==> src/rtl/serial_pin_share.sv <==
// serial_pin_share: time-multiplexes one shared pad group and one register
// bus between NPER peripherals. Only one peripheral owns the pads at a time.
// Changing owner goes through DRAIN, where the old owner finishes its work,
// and then PARK, where the pads are released for GUARD cycles.
module serial_pin_share #(
  parameter int             NPER    = 2,
  parameter int             PW      = 2,
  parameter int             DW      = 8,
  parameter int             GUARD   = 4,
  parameter int             TMO     = 16,
  parameter logic [PW-1:0]  IDLE_IN = '1,
  localparam int            SW      = $clog2(NPER)
) (
  input  logic               app_clk,
  input  logic               app_rst,
  input  logic [SW-1:0]      sel_req,
  output logic [SW-1:0]      sel_cur,
  output logic               switching,
  input  logic [NPER-1:0]    per_busy,
  input  logic               reg_cs,
  input  logic               reg_wr,
  input  logic [3:0]         reg_addr,
  input  logic [DW-1:0]      reg_wdata,
  input  logic               reg_be,
  output logic [DW-1:0]      reg_rdata,
  output logic               reg_ack,
  output logic               reg_err,
  output logic [NPER-1:0]    per_cs,
  output logic               per_wr,
  output logic [3:0]         per_addr,
  output logic [DW-1:0]      per_wdata,
  output logic               per_be,
  input  logic [NPER*DW-1:0] per_rdata,
  input  logic [NPER-1:0]    per_ack,
  input  logic [NPER*PW-1:0] per_io_out,
  input  logic [NPER*PW-1:0] per_io_oeb,
  output logic [NPER*PW-1:0] per_io_in,
  input  logic [PW-1:0]      io_in,
  output logic [PW-1:0]      io_out,
  output logic [PW-1:0]      io_oeb
);

  localparam int             CMAX       = (TMO > GUARD) ? TMO : GUARD;
  localparam int             CW         = $clog2(CMAX) + 1;
  localparam logic [CW-1:0]  TMO_LAST   = CW'(TMO - 1);
  localparam logic [CW-1:0]  GUARD_LOAD = CW'(GUARD - 1);

  typedef enum logic [1:0] {
    ST_ACTIVE,
    ST_DRAIN,
    ST_PARK
  } state_t;

  state_t          state;
  logic [SW-1:0]   sel_nxt;
  logic [CW-1:0]   drain_cnt;
  logic [CW-1:0]   guard_cnt;
  logic [CW-1:0]   bus_tmr;
  logic            txn_open;
  logic            park_ack_q;

  logic            own_ack;
  logic            own_busy;
  logic [DW-1:0]   own_rdata;
  logic [PW-1:0]   own_out;
  logic [PW-1:0]   own_oeb;

  logic            active;
  logic            pads_live;
  logic            bus_block;
  logic            tmo_hit;
  logic            cs_live;
  logic            ack_hit;
  logic            sel_ok;
  logic            go_drain;

  // Register strobes other than chip-select fan out to every peripheral.
  assign per_wr    = reg_wr;
  assign per_addr  = reg_addr;
  assign per_wdata = reg_wdata;
  assign per_be    = reg_be;

  // When every code of sel_req names a real peripheral, no range check is needed.
  if (NPER == (1 << SW)) begin : g_sel_full
    assign sel_ok = 1'b1;
  end else begin : g_sel_part
    assign sel_ok = (int'(sel_req) < NPER);
  end

  // Bus and pads are only live outside reset; DRAIN keeps the old owner's pads.
  assign active    = (state == ST_ACTIVE) && !app_rst;
  assign pads_live = ((state == ST_ACTIVE) || (state == ST_DRAIN)) && !app_rst;
  assign bus_block = txn_open || park_ack_q;
  assign tmo_hit   = active && reg_cs && !bus_block && (bus_tmr == TMO_LAST);
  assign cs_live   = active && reg_cs && !bus_block && !tmo_hit;
  assign ack_hit   = cs_live && own_ack;
  assign go_drain  = active && sel_ok && (sel_req != sel_cur) && !reg_cs && !bus_block;

  // Pick out the current owner's slice of every per-peripheral input.
  always_comb begin
    // NOTE: every output of a combinational block gets a default first, so no path leaves it unassigned and no latch is inferred.
    own_ack   = 1'b0;
    own_busy  = 1'b0;
    own_rdata = '0;
    own_out   = '0;
    own_oeb   = '1;
    for (int i = 0; i < NPER; i++) begin
      if (sel_cur == SW'(i)) begin
        own_ack   = per_ack[i];
        own_busy  = per_busy[i];
        own_rdata = per_rdata[i*DW +: DW];
        own_out   = per_io_out[i*PW +: PW];
        own_oeb   = per_io_oeb[i*PW +: PW];
      end
    end
  end

  // Route pads, chip-selects and the bus response for the current owner.
  always_comb begin
    io_out    = '0;
    io_oeb    = '1;
    per_io_in = {NPER{IDLE_IN}};
    per_cs    = '0;
    if (pads_live) begin
      io_out = own_out;
      io_oeb = own_oeb;
    end
    for (int i = 0; i < NPER; i++) begin
      if (sel_cur == SW'(i)) begin
        per_cs[i] = cs_live;
        if (pads_live) per_io_in[i*PW +: PW] = io_in;
      end
    end
    reg_ack   = ack_hit || tmo_hit || (park_ack_q && !app_rst);
    reg_err   = tmo_hit || (park_ack_q && !app_rst);
    reg_rdata = '0;
    if (ack_hit)      reg_rdata = own_rdata;
    else if (tmo_hit) reg_rdata = '1;
  end

  // Owner FSM plus bus transaction tracking, synchronous reset.
  always_ff @(posedge app_clk) begin
    // NOTE: sequential state uses non-blocking assignments so every register samples pre-edge values regardless of statement order.
    if (app_rst) begin
      state      <= ST_PARK;
      guard_cnt  <= GUARD_LOAD;
      drain_cnt  <= '0;
      bus_tmr    <= '0;
      txn_open   <= 1'b0;
      park_ack_q <= 1'b0;
      sel_cur    <= '0;
      sel_nxt    <= '0;
      switching  <= 1'b1;
    end else begin
      // A transaction stays open from its ack until chip-select drops.
      if (!reg_cs) begin
        txn_open <= 1'b0;
        bus_tmr  <= '0;
      end else if (reg_ack) begin
        txn_open <= 1'b1;
        bus_tmr  <= '0;
      end else if (active && !bus_block) begin
        bus_tmr  <= bus_tmr + CW'(1);
      end

      // Accesses while the pads are changing hands get an error one cycle later.
      park_ack_q <= (state != ST_ACTIVE) && reg_cs && !bus_block;

      case (state)
        ST_ACTIVE: begin
          if (go_drain) begin
            state     <= ST_DRAIN;
            sel_nxt   <= sel_req;
            drain_cnt <= '0;
            switching <= 1'b1;
          end
        end
        ST_DRAIN: begin
          if (!own_busy || (drain_cnt == TMO_LAST)) begin
            state     <= ST_PARK;
            sel_cur   <= sel_nxt;
            guard_cnt <= GUARD_LOAD;
          end else begin
            drain_cnt <= drain_cnt + CW'(1);
          end
        end
        ST_PARK: begin
          if (guard_cnt == '0) begin
            state     <= ST_ACTIVE;
            switching <= 1'b0;
          end else begin
            guard_cnt <= guard_cnt - CW'(1);
          end
        end
        default: begin
          state     <= ST_PARK;
          guard_cnt <= GUARD_LOAD;
          switching <= 1'b1;
        end
      endcase
    end
  end

endmodule

==> config.mk <==
export PLATFORM = sky130hd
export DESIGN_NAME = serial_pin_share
export DESIGN_NICKNAME = d
export VERILOG_FILES = /design/src/rtl/serial_pin_share.sv
export SDC_FILE = /design/constraint.sdc
export NUM_CORES = 1
export LEC_CHECK = 0
export BUFFER_PORTS_ARGS = -buffer_cell sky130_fd_sc_hd__buf_2
export CAP_MARGIN = 25
export CORE_ASPECT_RATIO = 1.25
export CORE_MARGIN = 3
export CORE_UTILIZATION = 40
export DETAILED_ROUTE_END_ITERATION = 10
export HOLD_SLACK_MARGIN = 0.06
export PLACE_DENSITY = 0.76
export SLEW_MARGIN = 20
export SYNTH_ARGS = -nofsm -noshare
export SYNTH_HDL_FRONTEND = slang
export SYNTH_SLANG_ARGS = --single-unit
export TNS_END_PERCENT = 5
==> constraint.sdc <==
create_clock -name app_clk -period 1.79 [get_ports app_clk]
set_input_delay 0.179 -clock app_clk [delete_from_list [all_inputs] [get_ports app_clk]]
set_output_delay 0.179 -clock app_clk [all_outputs]
set_load 0.1 [all_outputs]
==> results.tsv <==
stage	metric	value	unit
final_layout	most common cell after layout, fill and taps aside	buf_2	
worst_setup_path	Worst Path Max Fanout	5	
global_route	largest net degree at the start of global routing	14	
sta	final hold vios	0	
worst_setup_path	R2R Path Start	bus_tmr[0]$_SDFFE_PP0P_	
routing	final wirelength	4.223	mm
worst_setup_path	CP startpoint kind	flop	
routing	post-route ant nets	0	
final_layout	most frequent cells in the layout	buf_2 (36), buf_12 (21), nor2_1 (18), dfxtp_1 (18)	
min_path	critical hold path startpoint	sel_req	
final_layout	share of layout cells above drive strength 1	0.5040	
power_and_ir_drop	Comb pwr share	0.368	
yosys	syn_nets	247	
place	HPWL after DPL	3.081	mm
routing	DRT iter0 DRCs	76	
floorplan	Core Footprint	0.003543	mm²
global_route	initial antenna violation count	0	
routing	drt drc	0	
yosys	Yosys reg bits	22	
sta	worst slew pin tran	0.4667	ns
final_layout	Layout area overhead	66.89	%
power_and_ir_drop	Pint	0.9816	mW
worst_setup_path	crit-path leading delay family	simple AND/OR/NAND/NOR gates	
global_route	Overflow after GRT	0	
yosys	register area share after synthesis	0.2928	
yosys	mapped cell area	0.001504	mm²
worst_setup_path	CP endpoint kind	primary output	
floorplan	Initial Utilization	0.4244	
clocking	CTS buffer count	3	
clocking	CTS max path bufs	2	
yosys	async set-or-reset flop fraction in the synthesized netlist	0	
worst_setup_path	reg2reg setup slack	-0.08	ns
sta	RSZ-0062 raised after global routing	true	
worst_setup_path	Critical Path RT	1.61	ns
clocking	CTS clk-pin slew, worst paths	0.08	ns
routing	wire length per cell	14.61	µm
routing	Via density	5.505	
sta	Layout Skew	0.006258	ns
global_route	Total Routing Usage GR	0.1808	
floorplan	Die ar.	0.004536	mm²
sta	worst hold margin	0.1829	ns
worst_setup_path	kind of critical path	flop to primary output	
place	port bufs	55	
yosys	synthesized area per cell	7.752	µm²
final_layout	FF/Latch Area	452.9	µm²
worst_setup_path	Worst Setup SP	bus_tmr[0]$_SDFFE_PP0P_	
power_and_ir_drop	IR drop worst, VDD	707.4	µV
yosys	number of flops mapped to enable cells by yosys	0	
power_and_ir_drop	switching share of power	0.3658	
clocking	CTS H-Tree Depth	1	
flow_run	Max-Cap Viols	0	
final_layout	area of the multi-input gates	0.001160	mm²
sta	pins over their slew limit	0	
power_and_ir_drop	Sequential Power Share	0.370	
clocking	hold_buf cts	0	
yosys	Syn Inst Count	194	
outcome	failing checks	negative setup slack	
power_and_ir_drop	clock share of power	0.262	
power_and_ir_drop	pwr dens	616.7	mW/mm²
floorplan	Die W	60.85	µm
clocking	CTS Sinks	22	
place	GP Congestion	0.8907	
sta	count of final setup violators	13	
yosys	Unique masters post-synth	41	
power_and_ir_drop	Psw	0.5663	mW
global_route	vias in the first global route	1534	
floorplan	Die Ht	74.56	µm
floorplan	Site Rows	24	
clocking	CTS tree	yes	
sta	fin crit share	1.057	
worst_setup_path	slowest CP cell	dfxtp_4	
routing	vias	1591	
clocking	clock root cell	clkbuf_8	
sta	slew margin rel.	0.6845	
final_layout	number of fill cells	240	
worst_setup_path	Worst Path Buf+Inv	2	
clocking	Skew-Pair Late Insertion Delay	0.26	ns
sta	f_max	528.4	MHz
yosys	YS warnings	0	
global_route	first-pass GRT wire length	6.444	mm
yosys	main flop type after synthesis	dfxtp_1	
worst_setup_path	ordered list of cells on the worst path	ha_4 -> and3_4 -> ha_4 -> buf_12 -> nor3b_4 -> buf_12	
sta	final setup margin	-0.1023	ns
outcome	outcome	complete, but fails checks	
place	pre-CTS setup slack	-0.002611	ns
sta	final worst path period need	1.892	ns
min_path	Worst Hold Class	input pin to flop	
final_layout	Nets	304	
floorplan	number of I/O pins	84	
worst_setup_path	Crit path largest cell delay	0.37	ns
power_and_ir_drop	LEAKAGE	0.9649	nW
worst_setup_path	Critical Path AT	1.71	ns
power_and_ir_drop	Power, Total	1.548	mW
final_layout	diode count	0	
routing	DRT Pass-1 Iters	4	
## worst min-delay path, cell delays in order
cell     delay (ns)
buf_2          0.10
mux2i_1        0.06
nor2_1         0.07
## cell usage after synthesis (2+ instances only)
| cell | count | area share |
|---|---|---|
| nor2_1 | 27 | 0.067 |
| dfxtp_1 | 22 | 0.29 |
| a21oi_1 | 15 | 0.050 |
| nand2_1 | 15 | 0.037 |
| buf_4 | 14 | 0.070 |
| mux2_2 | 9 | 0.067 |
| nor3_1 | 9 | 0.030 |
| nand3_1 | 8 | 0.027 |
| inv_1 | 7 | 0.017 |
| mux2i_1 | 6 | 0.040 |
| o21ai_0 | 6 | 0.020 |
| clkbuf_1 | 5 | 0.012 |
| ha_1 | 5 | 0.042 |
| xnor2_1 | 4 | 0.023 |
| a31oi_1 | 3 | 0.012 |
| nand2b_1 | 3 | 0.012 |
| nand4_1 | 3 | 0.012 |
| nor2b_1 | 3 | 0.012 |
| nor4_1 | 3 | 0.012 |
| and3_1 | 2 | 0.0083 |
| buf_2 | 2 | 0.0067 |
| o21ai_1 | 2 | 0.0067 |
| or3_1 | 2 | 0.0083 |
| or4b_2 | 2 | 0.013 |
## what timing repair did
item | 4_1_cts | 5_1_grt
gates resized for setup | 28 | 8
setup buffers | 3 | 1
pin swaps | 10 | 3
gates cloned | 1 | 0
endpoints found under the setup margin | 13 | 20
## through the flow
stage	cells	setup TNS, ns	cell area [µm²]	utilization
floorplan	194	-1.329	1688	-
global placement	280	0	2231	0.6296
detailed placement	280	-0.002611	2231	0.6296
CTS	288	-0.6094	2471	0.6974
global route	289	-1.564	2510	0.7083
finish	289	-0.6682	2510	0.7083
## area by class of cell
type	count	area share
Clock buffer	4	0.02642
Timing Repair Buffer	74	0.3011
Multi-Input combinational cell	143	0.4621
Sequential cell	22	0.1805
Inverter	7	0.01047
Tap cell	39	0.01944
## path summary, 6_finish.rpt
kind / to / cells past startpoint
max: per_cs[1] / 6
min: sel_nxt$_SDFFE_PP0P_ / 3
max reg2reg: bus_tmr[3]$_SDFFE_PP0P_ / 7
min reg2reg: bus_tmr[4]$_SDFFE_PP0P_ / 2
## cell families after synthesis
| group | Yosys count | synth area share |
|---|---|---|
| muxes | 15 | 0.1073 |
| adders and majority gates | 5 | 0.04160 |
| AOI/OAI and AO/OA | 33 | 0.1265 |
| and+or+nand+nor | 85 | 0.2937 |
| buffers and inverters | 29 | 0.1090 |
| DFF | 22 | 0.2928 |
| xor gates and xnor gates | 5 | 0.02912 |
## registers in the layout, summed over array words and instances, names as in the netlist
signal / cells
drain_cnt: 5
txn_open: 1
bus_tmr: 5
state: 2
sel_nxt: 1
guard_cnt: 5
switching: 1
park_ack_q: 1
sel_cur: 1
## per-layer routing
metal | wire length, µm | vias to the layer above | global-route usage
li1 | - | 785 | -
met1 | 1601 | 747 | 0.1981
met2 | 2358 | 51 | 0.3377
met3 | 215 | 8 | 0.03472
met4 | 46 | 0 | 0.06265
met5 | 0 | - | 0
## power groups by stage
stage | clock (mW) | combinational, mW | sequential (mW)
2_1_floorplan | 0 | 0.483 | 0.609
3_3_place_gp | 0 | 0.522 | 0.579
3_5_place_dp | 0 | 0.535 | 0.581
4_1_cts | 0.411 | 0.558 | 0.570
5_1_grt | 0.428 | 0.612 | 0.580
6_report | 0.406 | 0.569 | 0.572
(Power assumes the default switching activity.)
